## src/rtl/fpu_cvxif_sequencer.sv

```systemverilog
// CV-X-IF single-outstanding sequencer in front of fpnew_top (RV32F, no regs).
// Ports: x_issue/x_commit/x_result to the core, fpu_* to fpnew, frm_i/fflags_o CSR side.
module fpu_cvxif_sequencer #(
  parameter int unsigned IdWidth       = 4,
  parameter int unsigned TimeoutCycles = 255
) (
  input  logic               clk_i,
  input  logic               rst_ni,
  input  logic               x_issue_valid_i,
  output logic               x_issue_ready_o,
  input  logic [31:0]        x_issue_instr_i,
  input  logic [IdWidth-1:0] x_issue_id_i,
  input  logic [31:0]        x_issue_rs0_i,
  input  logic [31:0]        x_issue_rs1_i,
  output logic               x_issue_accept_o,
  output logic               x_issue_writeback_o,
  input  logic               x_commit_valid_i,
  input  logic [IdWidth-1:0] x_commit_id_i,
  input  logic               x_commit_kill_i,
  output logic               x_result_valid_o,
  input  logic               x_result_ready_i,
  output logic [IdWidth-1:0] x_result_id_o,
  output logic [4:0]         x_result_rd_o,
  output logic [31:0]        x_result_data_o,
  output logic               x_result_we_o,
  input  logic [2:0]         frm_i,
  output logic [4:0]         fflags_o,
  input  logic               fflags_clr_i,
  output logic               fpu_in_valid_o,
  input  logic               fpu_in_ready_i,
  output logic [95:0]        fpu_operands_o,
  output logic [3:0]         fpu_op_o,
  output logic               fpu_op_mod_o,
  output logic [2:0]         fpu_rnd_mode_o,
  output logic               fpu_flush_o,
  input  logic [31:0]        fpu_result_i,
  input  logic [4:0]         fpu_status_i,
  input  logic               fpu_out_valid_i,
  output logic               fpu_out_ready_o
);

  localparam int unsigned CntW = $clog2(TimeoutCycles + 1);
  localparam logic [CntW-1:0] CntLast = CntW'(TimeoutCycles - 1);

  typedef enum logic [2:0] {
    S_IDLE,
    S_WAIT,
    S_ISSUE,
    S_EXEC,
    S_RESULT
  } state_e;

  state_e state_q, state_d;

  logic [IdWidth-1:0] id_q;
  logic [4:0]         rd_q;
  logic [3:0]         op_q;
  logic               mod_q;
  logic [2:0]         rnd_q;
  logic [95:0]        ops_q;
  logic [31:0]        data_q;
  logic               we_q;
  logic [CntW-1:0]    cnt_q;
  logic [4:0]         fflags_q;
  logic               flush_q;

  logic [6:0]  f7;
  logic [2:0]  rm;
  logic        base_ok;
  logic        f_add, f_sub, f_mul, f_div;
  logic        dec_legal;
  logic [3:0]  dec_op;
  logic        dec_mod;
  logic [95:0] dec_ops;
  logic [2:0]  dec_rnd;

  logic issue_fire;
  logic commit_now;
  logic commit_hit;
  logic cap;
  logic tmo;

  logic unused_instr;
  assign unused_instr = ^x_issue_instr_i[24:15];

  assign f7 = x_issue_instr_i[31:25];
  assign rm = x_issue_instr_i[14:12];

  assign base_ok = (x_issue_instr_i[6:0] == 7'b1010011)
                && (x_issue_instr_i[26:25] == 2'b00)
                && (rm != 3'b101)
                && (rm != 3'b110);

  assign f_add = f7 == 7'b0000000;
  assign f_sub = f7 == 7'b0000100;
  assign f_mul = f7 == 7'b0001000;
  assign f_div = f7 == 7'b0001100;

  always_comb begin
    dec_legal = 1'b0;
    dec_op    = 4'd2;
    dec_mod   = 1'b0;
    dec_ops   = '0;
    unique case (1'b1)
      f_add: begin
        dec_legal = base_ok;
        dec_ops   = {x_issue_rs1_i, x_issue_rs0_i, 32'h0};
      end
      f_sub: begin
        dec_legal = base_ok;
        dec_mod   = 1'b1;
        dec_ops   = {x_issue_rs1_i, x_issue_rs0_i, 32'h0};
      end
      f_mul: begin
        dec_legal = base_ok;
        dec_op    = 4'd3;
        dec_ops   = {32'h0, x_issue_rs1_i, x_issue_rs0_i};
      end
      f_div: begin
        dec_legal = base_ok;
        dec_op    = 4'd4;
        dec_ops   = {32'h0, x_issue_rs1_i, x_issue_rs0_i};
      end
      default: begin
        dec_legal = 1'b0;
      end
    endcase
  end

  assign dec_rnd = (rm == 3'b111) ? frm_i : rm;

  assign issue_fire = (state_q == S_IDLE) && x_issue_valid_i && dec_legal;

  // Commit may arrive in the same cycle as the issue handshake.
  assign commit_now = x_commit_valid_i && (x_commit_id_i == x_issue_id_i);
  assign commit_hit = x_commit_valid_i && (x_commit_id_i == id_q);

  // Zero-latency fpnew can answer in the very cycle it takes the request.
  assign cap = ((state_q == S_ISSUE) && fpu_in_ready_i && fpu_out_valid_i)
            || ((state_q == S_EXEC) && fpu_out_valid_i);
  assign tmo = (state_q == S_EXEC) && !fpu_out_valid_i && (cnt_q == CntLast);

  always_ff @(posedge clk_i or negedge rst_ni) begin
    if (!rst_ni) begin
      state_q <= S_IDLE;
    end else begin
      state_q <= state_d;
    end
  end

  always_comb begin
    state_d = state_q;
    unique case (state_q)
      S_IDLE: begin
        if (issue_fire) begin
          if (commit_now) begin
            state_d = x_commit_kill_i ? S_IDLE : S_ISSUE;
          end else begin
            state_d = S_WAIT;
          end
        end
      end
      S_WAIT: begin
        if (commit_hit) begin
          state_d = x_commit_kill_i ? S_IDLE : S_ISSUE;
        end
      end
      S_ISSUE: begin
        if (fpu_in_ready_i) begin
          state_d = fpu_out_valid_i ? S_RESULT : S_EXEC;
        end
      end
      S_EXEC: begin
        if (cap || tmo) begin
          state_d = S_RESULT;
        end
      end
      S_RESULT: begin
        if (x_result_ready_i) begin
          state_d = S_IDLE;
        end
      end
      default: begin
        state_d = S_IDLE;
      end
    endcase
  end

  always_comb begin
    x_issue_ready_o  = state_q == S_IDLE;
    fpu_in_valid_o   = state_q == S_ISSUE;
    fpu_out_ready_o  = (state_q == S_ISSUE) || (state_q == S_EXEC);
    x_result_valid_o = state_q == S_RESULT;
  end

  always_ff @(posedge clk_i or negedge rst_ni) begin
    if (!rst_ni) begin
      id_q     <= '0;
      rd_q     <= '0;
      op_q     <= '0;
      mod_q    <= 1'b0;
      rnd_q    <= '0;
      ops_q    <= '0;
      data_q   <= '0;
      we_q     <= 1'b0;
      cnt_q    <= '0;
      fflags_q <= '0;
      flush_q  <= 1'b0;
    end else begin
      if (issue_fire) begin
        id_q  <= x_issue_id_i;
        rd_q  <= x_issue_instr_i[11:7];
        op_q  <= dec_op;
        mod_q <= dec_mod;
        rnd_q <= dec_rnd;
        ops_q <= dec_ops;
      end
      if (state_q != S_ISSUE && state_d == S_ISSUE) begin
        cnt_q <= '0;
      end else if (state_q == S_EXEC) begin
        cnt_q <= cnt_q + CntW'(1);
      end
      if (cap) begin
        data_q <= fpu_result_i;
        we_q   <= 1'b1;
      end else if (tmo) begin
        data_q <= '0;
        we_q   <= 1'b0;
      end
      // New status bits win over a same-cycle clear.
      fflags_q <= (fflags_clr_i ? 5'b0 : fflags_q)
                | (cap ? fpu_status_i : 5'b0);
      flush_q  <= tmo;
    end
  end

  assign x_issue_accept_o    = x_issue_valid_i && dec_legal;
  assign x_issue_writeback_o = x_issue_accept_o;
  assign x_result_id_o       = id_q;
  assign x_result_rd_o       = rd_q;
  assign x_result_data_o     = data_q;
  assign x_result_we_o       = we_q;
  assign fflags_o            = fflags_q;
  assign fpu_operands_o      = ops_q;
  assign fpu_op_o            = op_q;
  assign fpu_op_mod_o        = mod_q;
  assign fpu_rnd_mode_o      = rnd_q;
  assign fpu_flush_o         = flush_q;

endmodule
```

## config.mk

```make
export PLATFORM = sky130hd
export DESIGN_NAME = fpu_cvxif_sequencer
export DESIGN_NICKNAME = d
export VERILOG_FILES = /design/src/rtl/fpu_cvxif_sequencer.sv
export SDC_FILE = /design/constraint.sdc
export NUM_CORES = 1
export LEC_CHECK = 0
export ABC_CLOCK_PERIOD_IN_PS = 1890
export CAP_MARGIN = 10
export CELL_PAD_IN_SITES_DETAIL_PLACEMENT = 0
export CELL_PAD_IN_SITES_GLOBAL_PLACEMENT = 2
export CORE_MARGIN = 4
export CORE_UTILIZATION = 24
export DETAILED_ROUTE_END_ITERATION = 12
export GPL_TIMING_DRIVEN = 0
export PLACE_DENSITY_LB_ADDON = 0.1
export SLEW_MARGIN = 25
export SYNTH_ARGS = -nofsm -noshare
export SYNTH_HDL_FRONTEND = slang
export SYNTH_SLANG_ARGS = --single-unit
```

## constraint.sdc

```tcl
create_clock -name clk_i -period 1.89 [get_ports clk_i]
set_input_delay 0.189 -clock clk_i [delete_from_list [all_inputs] [get_ports clk_i]]
set_output_delay 0.189 -clock clk_i [all_outputs]
set_load 0.05 [all_outputs]
```

# Word-level counts from Yosys, hierarchy flattened
# Index checks and enable logic that the tools add are counted.
[classes] n_addsub=1 n_eq_ne=16 mux=22 n_bitwise=1 n_reduce_logical=26
[op_table] cell="$pmux W96 S2" n=1
[op_table] cell="$mux W32" n=2
[op_table] cell="$mux W3" n=7
[op_table] cell="$mux W8" n=2
[op_table] cell="$pmux W3 S5" n=1
[op_table] cell="$eq A7 B4 Y1 const B" n=2
[op_table] cell="$logic_and A1 B1 Y1" n=14
[op_table] cell="$mux W5" n=2
[op_table] cell="$eq A3 B2 Y1 const B" n=3
[op_table] cell="$add A8 B1 Y8 const B" n=1
[op_table] cell="$eq A4 B4 Y1" n=2
[op_table] cell="$eq A8 B8 Y1 const B" n=1
[op_table] cell="$eq A7 B3 Y1 const B" n=1
[op_table] cell="$eq A7 B7 Y1 const B" n=1
[op_table] cell="$logic_not A7 Y1" n=1
[op_table] cell="$eq A3 B3 Y1 const B" n=2
[op_table] cell="$ne A3 B3 Y1 const B" n=2
[op_table] cell="$pmux W3 S2" n=1
[op_table] cell="$or A5 B5 Y5" n=1
[op_table] cell="$mux W1" n=4
[op_table] cell="$mux W2" n=2
[op_table] cell="$reduce_bool A2 Y1" n=2
[op_table] cell="$reduce_or A2 Y1" n=2
[op_table] cell="$reduce_or A4 Y1" n=1
[op_table] cell="other kinds (6)" n=8
[word_totals] ff_bits=163 in_bits=153 elab_cells=78

# Logic depth before layout (Yosys ltp)
# Gate-level depths: netlist (run 1).
[depth] word_depth=11 mapped_depth=7

# Least setup slack after synthesis (run 1)
# Ideal clock, no wire load.
[synth_path] path_kind="register -> register" start="register state_q[0]" end="register ops_q[0] (netlist: fpu_operands_o[0])" setup_time_ps=125 arrival_time_ps=1915 required_ps=1765 slack_ps=-150 path_stages_with_launch=8 path_buffers=3 synth_period_minus_slack_ps=2040 cell_sequence="dfrtp_1 > buf_2 > or3_1 > clkinv_1 > nand3_1 > buf_4 > buf_6 > mux2_4"
[synth_via] elab_chain_cells=3
[synth_lines] element="start, declared" line="53" rtl="state_e state_q, state_d;"
[synth_lines] element="start signal, assigned" line="147" rtl="state_q <= state_d;"
[synth_lines] element="$logic_not A3 Y1"
[synth_lines] element="named net x_issue_ready_o" line="10" rtl="output logic x_issue_ready_o,"
[synth_lines] element="$logic_and A1 B1 Y1 (2 in series)" line="132" rtl="assign issue_fire = (state_q == S_IDLE) && x_issue_valid_i && dec_legal;"
[synth_lines] element="end signal, assigned" line="216" rtl="ops_q <= dec_ops;"
[synth_lines] element="end, declared" line="60" rtl="logic [95:0] ops_q;"
# The timed path passes the listed nets, and every way through them passes these cells.
# A chain may end at the register's enable or synchronous reset.

# Worst setup path after layout (run 1)
[layout_path] start="register state_q[2]" end="register ops_q[33] (netlist: fpu_operands_o[33])"
[layout_via] elab_chain_cells=3
[layout_lines] element="$logic_not A3 Y1" line="132"
[layout_lines] element="$logic_and A1 B1 Y1 (2 in series)" line="132"
# Every way passes these cells.

==> results of run 1 <==
layer usage:
layer  GRT usage, %  routed length [um]  up-vias
li1               -                   -     2987
met1           20.2               12300     2989
met2           25.7               13400      188
met3           5.80                1780       30
met4           3.73                 271       10
met5              0                  59        -
kinds of logic after synthesis:
| kind of cell | after synthesis |
|---|---|
| buf+inv | 94 |
| flops | 162 |
| fa+ha+maj | 2 |
| simple gates | 222 |
| xor+xnor | 16 |
| mux | 144 |
| compound gates | 54 |
| other cells | 1 |
sequential cells by signal, summed over array words and instances, names as in the netlist, 4 cells and up:
name	count
fpu_operands_o	96
x_result_data_o	32
cnt_q	8
fflags_o	5
x_result_rd_o	5
x_result_id_o	4
per-stage QoR:
step,utilization [%],hold slack [ns]
finish,38.8,0.178
global route,38.8,0.182
CTS,38.0,0.161
detailed placement,35.6,0.0362
global placement,35.4,0.487
floorplan,-,-0.107
critical path: stages (launching register included):
cell       delay (ns)
dfrtp_2          0.44
or3_4            0.41
clkinv_4         0.07
nand3_4          0.15
buf_12           0.22
clkbuf_16        0.17
mux2_4           0.29
layout make-up:
type                            instances  area share [%]
Multi-Input combinational cell        439            26.8
Inverter                               48            1.51
Clock inverter                         10           0.654
Sequential cell                       162            33.1
Antenna cell                            1          0.0204
Buffer                                 42            2.71
Clock buffer                           22            3.87
Timing Repair Buffer                  320            27.1
Tap cell                              402            4.11
power by group through the flow:
stage	Sequential, uW	Combinational, uW	Clock (uW)
global route	4020	2450	3640
CTS	3980	2310	3490
global placement	4030	2270	0
detailed placement	4040	2290	0
finish	3980	2300	3350
floorplan	4790	471	0
path summary, 6_finish.rpt:
path	slack, ns	start	depth (start not counted)	endpoint
worst max-delay path	0.01	state_q[2]	6	fpu_operands_o[33]
worst min-delay path	0.18	rst_ni	2	x_result_rd_o[0]
worst max register to register	0.01	state_q[2]	6	fpu_operands_o[33]
worst min register to register	0.50	fpu_operands_o[58]	1	fpu_operands_o[58]
max in group asynchronous	1.03	rst_ni	3	fpu_operands_o[60]
min in group clk_i	0.20	x_issue_instr_i[31]	4	fpu_operands_o[65]
Yosys cell counts (3+ instances only):
master    instances
nand3_1           5
xor2_1            6
xnor2_1          10
buf_1             4
nor3b_1           3
buf_4             3
mux2_2           32
buf_2            14
dfrtp_1         162
and3_1           32
clkbuf_1         20
nor4_1            3
o21ai_0          43
nand4_1           3
mux2i_1          69
nor3_1           12
inv_1            47
buf_6             5
nor2_1           37
mux2_4           43
nand2_1         111
timing repair:
item,4_1_cts,5_1_grt
hold endpoints to repair,162,0
resized for setup,78,41
setup endpoints to repair,164,151
buffers inserted,3,10
hold buffers,1,0
pin swaps,3,6
gates cloned,1,4
==> key figures, run 1 <==
Clocking
  – CTS tree: yes
  – Deepest clock path buffer count: 2
  – CTS H-Tree Depth: 4
  – CTS Root Cell: clkbuf_16
  – Clk sinks: 162
  – Clk_lat worst skew: 0.44 ns
  – Total CTS buffers: 17
  – CTS clk-pin slew, worst paths: approximately 0.07 ns

Placed design
  – Dpl ws: -0.852 ns
  – Post-DP Area: 11,200 sq um
  – Buffers on Ports: 298
  – HPWL Detailed: 20,300 um
  – # placed instances: 1,398
  – Final GP Congestion: around 0.72

STA
  – Worst Skew: 0.0181 ns
  – Final Slew Violations: 0
  – Final setup margin: 0.0137 ns
  – Fin crit share: 99.3%
  – Min cycle time layout: 1.88 ns
  – Fmax: about 530 MHz
  – Worst Tran Pin Value: roughly 0.90 ns
  – RSZ-0062 raised after global routing: yes
  – Hold Fails Final Rpt: 0
  – Final setup viols: 0
  – Max transition margin: 40.1%
  – Final setup TNS: 0 ns

GRT
  – Largest net degree at the start of global routing: 81
  – Vias in the first global route: 6,644
  – Initial antenna violation count: 6
  – Total GRT Usage: 15.8%
  – First-pass GRT wire length: between 40,000 and 50,000 um
  – Grt total ovfl: 0

Pwr
  – Sequential power share: 41.3%
  – Sw frac: 32.7%
  – Clock Power Share: 34.8%
  – Switching power: between 3000 and 4000 uW
  – Worst vdd ir: 0.000613 V
  – Power Internal: between 6000 and 7000 uW
  – Combinational power share: 23.9%
  – Lkg Pwr: 0.00619 uW
  – Overall power: 9620 uW
  – Pwr dens: 786 nW/um^2

Synthesis
  – Main combinational cell family by area after synthesis: multiplexers
  – Post-synth top area share: 52.8%
  – Register area share after synthesis: 52.8%
  – Synth Area per Inst: 11.0 sq um
  – Top post-synthesis cells by area: dfrtp_1 (53%), mux2i_1 (9.0%), mux2_4 (8.4%)
  – Compound-Gate Fraction of Synth Area: ~3.9%
  – EDFF count, synth: 0
  – Cell variety after synth: 43
  – Yosys reg bits: 162
  – YS warnings: 0
  – Mapped cell area: 7670 sq um
  – Mapped Cells: 695
  – Simple-Gate Fraction of Synth Area: 13.5%
  – Post-Synth XOR/XNOR Area: under 10%
  – Syn nets: 850
  – Synth Area in Adders: 0.326%
  – Post-synthesis mux area share: 22.1%
  – Yosys top cell by area: dfrtp_1
  – Asr flop ratio synth: 100%
  – Post-synth top flop: dfrtp_1

Run status
  – Status: complete, no violations

Hold path
  – Worst hold-check path type: primary input to async pin

Critical path
  – Worst Path Arrival: 2.19 ns
  – WP data required: about 2.2 ns
  – CP Launch Type: register
  – Critical Path Sink Type: register
  – Crit-path max FO: 9
  – Crit Path Class: register to register

Drt
  – Routed WL: about 28,000 um
  – TritonRoute pass-1 iters: 4
  – Vias: 6,204
  – Initial DRC count: 230
  – Drt wl/cell: between 15 and 20 um
  – DRC: 0
  – Vias per cell: 4.29
  – Final ANT Viol Nets: 0

Floorplanning
  – Die X: 187 um
  – Die H: 187 um
  – Die area: between 30,000 and 40,000 sq um
  – Initial core utilization: 24.3%
  – Area of the core: 31,600 sq um
  – # IOs: slightly above 300
  – Rows: 65

Finish
  – Fin area: 12,200 sq um
  – Fin nets: around 1,200
  – Share of cells above drive strength 1: 17.9%
  – Multi-input logic area: 3290 sq um
  – Most common cell after layout, fill and taps aside: clkdlybuf4s50_1
  – # fillers: 3,192
  – Commonest cells after routing, fill and taps aside: clkdlybuf4s50_1 (272), dfrtp_1 (159), nand2_1 (111)
  – Area Growth Syn to Fin: 59.6%
  – Register area: roughly 4100 sq um
  – Non-filler instance count after layout: 1,446

Run
  – Max-cap violations: 0
Power figures use the tool's default switching activity.
==> inputs of run 2 (changes only) <==
--- a/config.mk
+++ b/config.mk
@@ -5,15 +5,16 @@
 export SDC_FILE = /design/constraint.sdc
 export NUM_CORES = 1
 export LEC_CHECK = 0
-export ABC_CLOCK_PERIOD_IN_PS = 1890
+export ABC_CLOCK_PERIOD_IN_PS = 2210
 export CAP_MARGIN = 10
 export CELL_PAD_IN_SITES_DETAIL_PLACEMENT = 0
 export CELL_PAD_IN_SITES_GLOBAL_PLACEMENT = 2
 export CORE_MARGIN = 4
-export CORE_UTILIZATION = 24
+export CORE_UTILIZATION = 28
 export DETAILED_ROUTE_END_ITERATION = 12
 export GPL_TIMING_DRIVEN = 0
 export PLACE_DENSITY_LB_ADDON = 0.1
+export SKIP_CTS_REPAIR_TIMING = 1
 export SLEW_MARGIN = 25
 export SYNTH_ARGS = -nofsm -noshare
 export SYNTH_HDL_FRONTEND = slang
==> constraint.sdc (replaced) <==
create_clock -name clk_i -period 2.21 [get_ports clk_i]
set_input_delay 0.221 -clock clk_i [delete_from_list [all_inputs] [get_ports clk_i]]
set_output_delay 0.221 -clock clk_i [all_outputs]
set_load 0.05 [all_outputs]
==> run 2 against run 1 <==
Routed wire length down 7.9%; register-to-register slack better by 0.18 ns; clock-buffer cell count down 3; clock power down 8.4%; combinational power down 16%; critical path type is now register to primary output; largest cell class unchanged.
==> key figures, run 2 (synthesis gave the netlist of run 1 again) <==
Critical path
  – Critical Path Sink Type: primary output
  – Worst R2R End: fpu_operands_o[37]
  – WP data required: 1.99 ns (-0.21 ns)
  – Reg2reg start: state_q[0]
  – Internal reg-to-reg setup slack: 0.19 ns (+0.18 ns)
  – Critical path's largest stage delay: 0.43 ns (about the same)
  – Crit-path leading delay family: buffers and inverters
  – CP bufs+invs: 3 (unchanged)
  – Crit-path max FO: 10 (+1)
  – Crit-path cells: buf_2 > or3_1 > clkinv_1 > dlymetal6s2s_1
  – Crit Path Class: register to primary output
  – Worst r2r path cells: 7 (+1)
  – CP Launch Type: register
  – Slowest cell on crit path: dlymetal6s2s_1
  – Worst Path Arrival: 1.89 ns (-0.30 ns)

STA
  – Min cycle time layout: 2.11 ns
  – Final setup TNS: 0 ns (unchanged)
  – Final setup margin: 0.0980 ns (+0.0842 ns)
  – Worst Skew: 0.0169 ns (-0.00117 ns)
  – Max transition margin: 40.4% (+0.32 points)
  – Fin crit share: 95.6%
  – Fmax: between 400 and 500 MHz
  – Hold slack final: 0.228 ns (+0.0497 ns)
  – RSZ-0062 raised after global routing: no
  – Final setup viols: 0 (unchanged)
  – Worst Tran Pin Value: 0.893 ns (-0.00481 ns)
  – Final Slew Violations: 0 (unchanged)
  – Hold Fails Final Rpt: 0 (unchanged)

Clocking
  – CTS clk-pin slew, worst paths: 0.07 ns (about the same)
  – CTS Root Cell: clkbuf_16
  – CTS tree: yes
  – Total CTS buffers: 17 (unchanged)
  – CTS H-Tree Depth: 4 (unchanged)
  – Clk_lat worst skew: 0.43 ns (about the same)
  – Deepest clock path buffer count: 2 (unchanged)
  – Clk sinks: 162 (unchanged)

Run status
  – Status: complete, no violations

Pwr
  – Worst vdd ir: 0.000428 V (-30%)
  – Switching power: 2640 uW (-16%)
  – Combinational power share: 23.0% (-0.9 points)
  – Sw frac: 31.4% (-1.3 points)
  – Sequential power share: 40.4% (-0.9 points)
  – Pwr dens: 713 nW/um^2 (-9.3%)
  – Power Internal: 5760 uW (-11%)
  – Clock Power Share: 36.5% (+1.7 points)
  – Overall power: 8400 uW (-13%)
  – Lkg Pwr: 0.00584 uW (-5.7%)

Floorplanning
  – Die area: 30,100 sq um (-14%)
  – # IOs: 311 (unchanged)
  – Die H: 174 um (-7.1%)
  – Rows: 60 (-7.7%)
  – Initial core utilization: 28.5% (+4.2 points)
  – Area of the core: 27,000 sq um (-15%)
  – Die X: 174 um (-7.1%)

Drt
  – Drt wl/cell: 18.7 um (-2.8%)
  – Final ANT Viol Nets: 0 (unchanged)
  – TritonRoute pass-1 iters: 4 (unchanged)
  – Vias per cell: 4.42 (+3.0%)
  – Routed WL: 25,600 um (-7.9%)
  – Initial DRC count: 240 (+4.3%)
  – DRC: 0 (unchanged)
  – Vias: 6,058 (-2.4%)

Finish
  – Largest register FFs: 96 (unchanged)
  – Non-filler instance count after layout: 1,371 (-5.2%)
  – Share of cells above drive strength 1: 14.4% (-3.5 points)
  – Most common cell after layout, fill and taps aside: clkdlybuf4s50_1
  – Fin nets: 1,172 (-1.1%)
  – Commonest cells after routing, fill and taps aside: clkdlybuf4s50_1 (291), dfrtp_1 (162), nand2_1 (111)
  – Area Growth Syn to Fin: 53.6%

Placed design
  – Dpl ws: -0.509 ns (+0.343 ns)
  – Final GP Congestion: 0.746 (+3.2%)
  – HPWL Detailed: 19,200 um (-5.2%)
  – Buffers on Ports: 298 (unchanged)
  – # placed instances: 1,336 (-4.4%)

GRT
  – Total GRT Usage: 16.9% (+1.1 points)
  – First-pass GRT wire length: 39,800 um (-7.0%)
  – Grt total ovfl: 0 (unchanged)
  – Vias in the first global route: 6,528 (-1.7%)
  – Largest net degree at the start of global routing: 79 (-2.5%)
  – Initial antenna violation count: 1 (-5)

Hold path
  – Worst hold-check path type: primary input to async pin

Run
  – Max-cap violations: 0 (unchanged)
run 2: changes by cell type in the layout (fill, tap and decap cells not counted), moves of 4 or more:
cell	previous run	this run
clkdlybuf4s50_1	272	291
buf_4	18	6
clkbuf_4	6	0
clkbuf_16	21	17
clkinv_4	7	1
buf_12	7	0
clkbuf_1	10	19
dlymetal6s2s_1	15	3
run 2: power by group through the flow:
stage / combinational (uW) / clock [uW] / sequential (uW)
floorplan: 400 / 0 / 4100
global placement: 1940 / 0 / 3460
detailed placement: 1950 / 0 / 3450
CTS: 1960 / 3180 / 3400
global route: 2080 / 3290 / 3430
finish: 1940 / 3070 / 3400
run 2: per-stage QoR:
stage               area [sq um]  utilization [%]
floorplan                   7670                -
global placement           11100             41.1
detailed placement         11100             41.4
CTS                        11700             43.5
global route               11800             43.7
finish                     11800             43.7
run 2: area by class of cell:
type	count	area [sq um]
fillers	2614	15200
flip-flops and latches	162	4050
multi-input cells	439	3230
repair buffers	303	3060
clock buffers	19	433
well taps	341	427
plain buffers	46	245
inverters	48	180
clock inverters	12	155
diodes	1	2.50
run 2: worst reg2reg max path, delay by kind of cell, from the launching register on:
family / cells / cell delay (ns)
buffers and inverters: 4 / 0.68
flip-flops: 1 / 0.36
multiplexers: 1 / 0.30
AND/OR/NAND/NOR: 2 / 0.55
run 2: how the worst max path moves through the flow:
stage / end / cells past startpoint / start / slack [ns]
2_1_floorplan: fpu_operands_o[0] / 7 / state_q[0] / 0.17
3_3_place_gp: x_result_data_o[20] / 1 / rst_ni / -6.55
3_5_place_dp: x_issue_writeback_o / 6 / x_issue_instr_i[31] / -0.51
4_1_cts: x_issue_writeback_o / 6 / x_issue_instr_i[31] / -0.52
5_1_grt: x_issue_writeback_o / 6 / x_issue_instr_i[31] / 0.01
6_report: x_issue_ready_o / 4 / state_q[0] / 0.1
run 2: routing by layer:
layer / GRT usage (%) / wire length [um] / vias up
li1: - / - / 2959
met1: 22.4 / 11600 / 2895
met2: 26.3 / 11600 / 184
met3: 6.37 / 2080 / 18
met4: 3.82 / 304 / 2
met5: 0 / 13 / -
==> inputs of run 3 (changes only) <==
--- a/config.mk
+++ b/config.mk
@@ -5,7 +5,7 @@
 export SDC_FILE = /design/constraint.sdc
 export NUM_CORES = 1
 export LEC_CHECK = 0
-export ABC_CLOCK_PERIOD_IN_PS = 2210
+export ABC_CLOCK_PERIOD_IN_PS = 2550
 export CAP_MARGIN = 10
 export CELL_PAD_IN_SITES_DETAIL_PLACEMENT = 0
 export CELL_PAD_IN_SITES_GLOBAL_PLACEMENT = 2
==> constraint.sdc (replaced) <==
create_clock -name clk_i -period 2.55 [get_ports clk_i]
set_input_delay 0.255 -clock clk_i [delete_from_list [all_inputs] [get_ports clk_i]]
set_output_delay 0.255 -clock clk_i [all_outputs]
set_load 0.05 [all_outputs]
==> run 3 against run 2 <==
Largest power group unchanged; design area decreased by 0.20%; sequential share of layout area up 0.070 points; flip-flop and latch count did not move; clock skew is essentially flat; sequential power shrank 14%; critical path depth fell by 1; non-clock buffer count is 2 lower; routed wire length increased by 0.12%; critical path type unchanged; die area unchanged.
==> key figures, run 3 (synthesis gave the netlist of run 1 again) <==
Placed design
  – Buffers on Ports: 298 (unchanged)
  – Final GP Congestion: 0.746 (unchanged)
  – Dpl ws: -0.237 ns (+0.272 ns)
  – HPWL Detailed: 19,200 um (unchanged)

GRT
  – Total GRT Usage: 16.9% (unchanged)
  – Vias in the first global route: 6,528 (unchanged)
  – Grt total ovfl: 0 (unchanged)
  – Initial antenna violation count: 1 (unchanged)
  – First-pass GRT wire length: 39,800 um (unchanged)
  – Largest net degree at the start of global routing: 79 (unchanged)

Clocking
  – Total CTS buffers: 17 (unchanged)
  – CTS Root Cell: clkbuf_16
  – Clk_lat worst skew: 0.43 ns (about the same)
  – Clk sinks: 162 (unchanged)
  – CTS clk-pin slew, worst paths: 0.07 ns (about the same)
  – CTS tree: yes
  – Deepest clock path buffer count: 2 (unchanged)
  – CTS H-Tree Depth: 4 (unchanged)

Run status
  – Status: complete, no violations

Run
  – Max-cap violations: 0 (unchanged)

Drt
  – Routed WL: 25,700 um (+0.12%)
  – DRC: 0 (unchanged)
  – Vias: 6,068 (+0.17%)
  – TritonRoute pass-1 iters: 4 (unchanged)
  – Final ANT Viol Nets: 0 (unchanged)
  – Drt wl/cell: 18.7 um (+0.27%)
  – Vias per cell: 4.43 (+0.31%)
  – Initial DRC count: 265 (+10%)

STA
  – Final Slew Violations: 0 (unchanged)
  – RSZ-0062 raised after global routing: no
  – Fmax: roughly 410 MHz
  – Worst Skew: 0.0169 ns (+0.00000750 ns)
  – Final setup margin: 0.120 ns (+0.0217 ns)
  – Worst Tran Pin Value: 0.919 ns (+0.0253 ns)
  – Max transition margin: 38.2% (-2.2 points)
  – Hold slack final: 0.260 ns (+0.0320 ns)
  – Final setup viols: 0 (unchanged)
  – Hold Fails Final Rpt: 0 (unchanged)
  – Min cycle time layout: around 2.4 ns
  – Fin crit share: 95.3%

Floorplanning
  – Area of the core: 27,000 sq um (unchanged)
  – Rows: 60 (unchanged)
  – Die H: 174 um (unchanged)
  – Initial core utilization: 28.5% (unchanged)
  – Die X: 174 um (unchanged)
  – # IOs: 311 (unchanged)
  – Die area: 30,100 sq um (unchanged)

Pwr
  – Lkg Pwr: 0.00583 uW (-0.22%)
  – Pwr dens: 619 nW/um^2 (-13%)
  – Worst vdd ir: 0.000371 V (-13%)

Finish
  – Final Util: 43.6% (-0.088 points)
  – Multi-input logic area: 3210 sq um (-0.62%)
  – Area Growth Syn to Fin: 53.3%
  – Share of cells above drive strength 1: 13.3% (-1.0 points)
  – # fillers: 2,615 (+0.038%)
  – Fin nets: 1,170 (-0.17%)
  – Most common cell after layout, fill and taps aside: clkdlybuf4s50_1
  – Commonest cells after routing, fill and taps aside: clkdlybuf4s50_1 (292), dfrtp_1 (162), nand2_1 (111)
  – Register area: 4050 sq um (unchanged)
  – Largest register FFs: 96 (unchanged)

Critical path
  – CP Launch Type: register
  – Critical Path Sink Type: primary output
  – Worst Path Arrival: 2.18 ns (+0.29 ns)
  – WP data required: 2.30 ns (+0.31 ns)
  – Internal reg-to-reg setup slack: 0.30 ns (+0.11 ns)
  – Crit-path max FO: 7 (-3)
  – Crit Path Class: register to primary output

Hold path
  – Worst hold-check path type: primary input to async pin
-- run 3: path summary, 6_finish.rpt --
path	startpoint	end	cells past startpoint
setup / recovery	state_q[1]	fpu_out_ready_o	3
hold / removal	rst_ni	fpu_operands_o[73]	2
setup reg to reg	cnt_q[0]	x_result_data_o[7]	6
hold reg to reg	fpu_op_o[0]	fpu_op_o[0]	1
max in group asynchronous	rst_ni	fpu_operands_o[90]	3
min in group clk_i	x_issue_instr_i[28]	fpu_operands_o[65]	4
-- run 3: area by class of cell --
type	count	area share (%)
Inverter	48	1.53
Antenna cell	1	0.0213
Multi-Input combinational cell	439	27.3
Buffer	46	2.03
Clock buffer	19	3.68
Clock inverter	12	1.32
Sequential cell	162	34.5
Timing Repair Buffer	301	26.1
Tap cell	341	3.63
-- run 3: per-layer routing --
metal,GRT usage (%),share of wire [%],vias up,routed length [um]
met5,0,0.051,-,13
li1,-,-,2956,-
met3,6.37,8.1,18,2080
met1,22.4,45,2906,11700
met4,3.82,1.2,2,304
met2,26.3,45,186,11600
-- run 3: power breakdown --
group	internal (uW)	switching [uW]	leakage, uW
logic	650	1020	0.00352
clock network	1540	1110	0.000284
registers	2800	147	0.00202
-- run 3: through the flow --
stage	cells	area [sq um]	setup TNS (ns)	total power, uW
finish	1369	11800	0	7280
global route	1368	11800	0	7620
CTS	1367	11700	-0.443	7400
detailed placement	1336	11100	-6.21	4680
global placement	1334	11100	-1018.13	4670
floorplan	695	7670	0	3900
-- run 3: critical path, cell delays in order (launching register included) --
cell and delay [ns]:
dfrtp_1 0.44, nor2b_1 0.15, clkbuf_1 0.28, clkdlybuf4s50_1 0.87
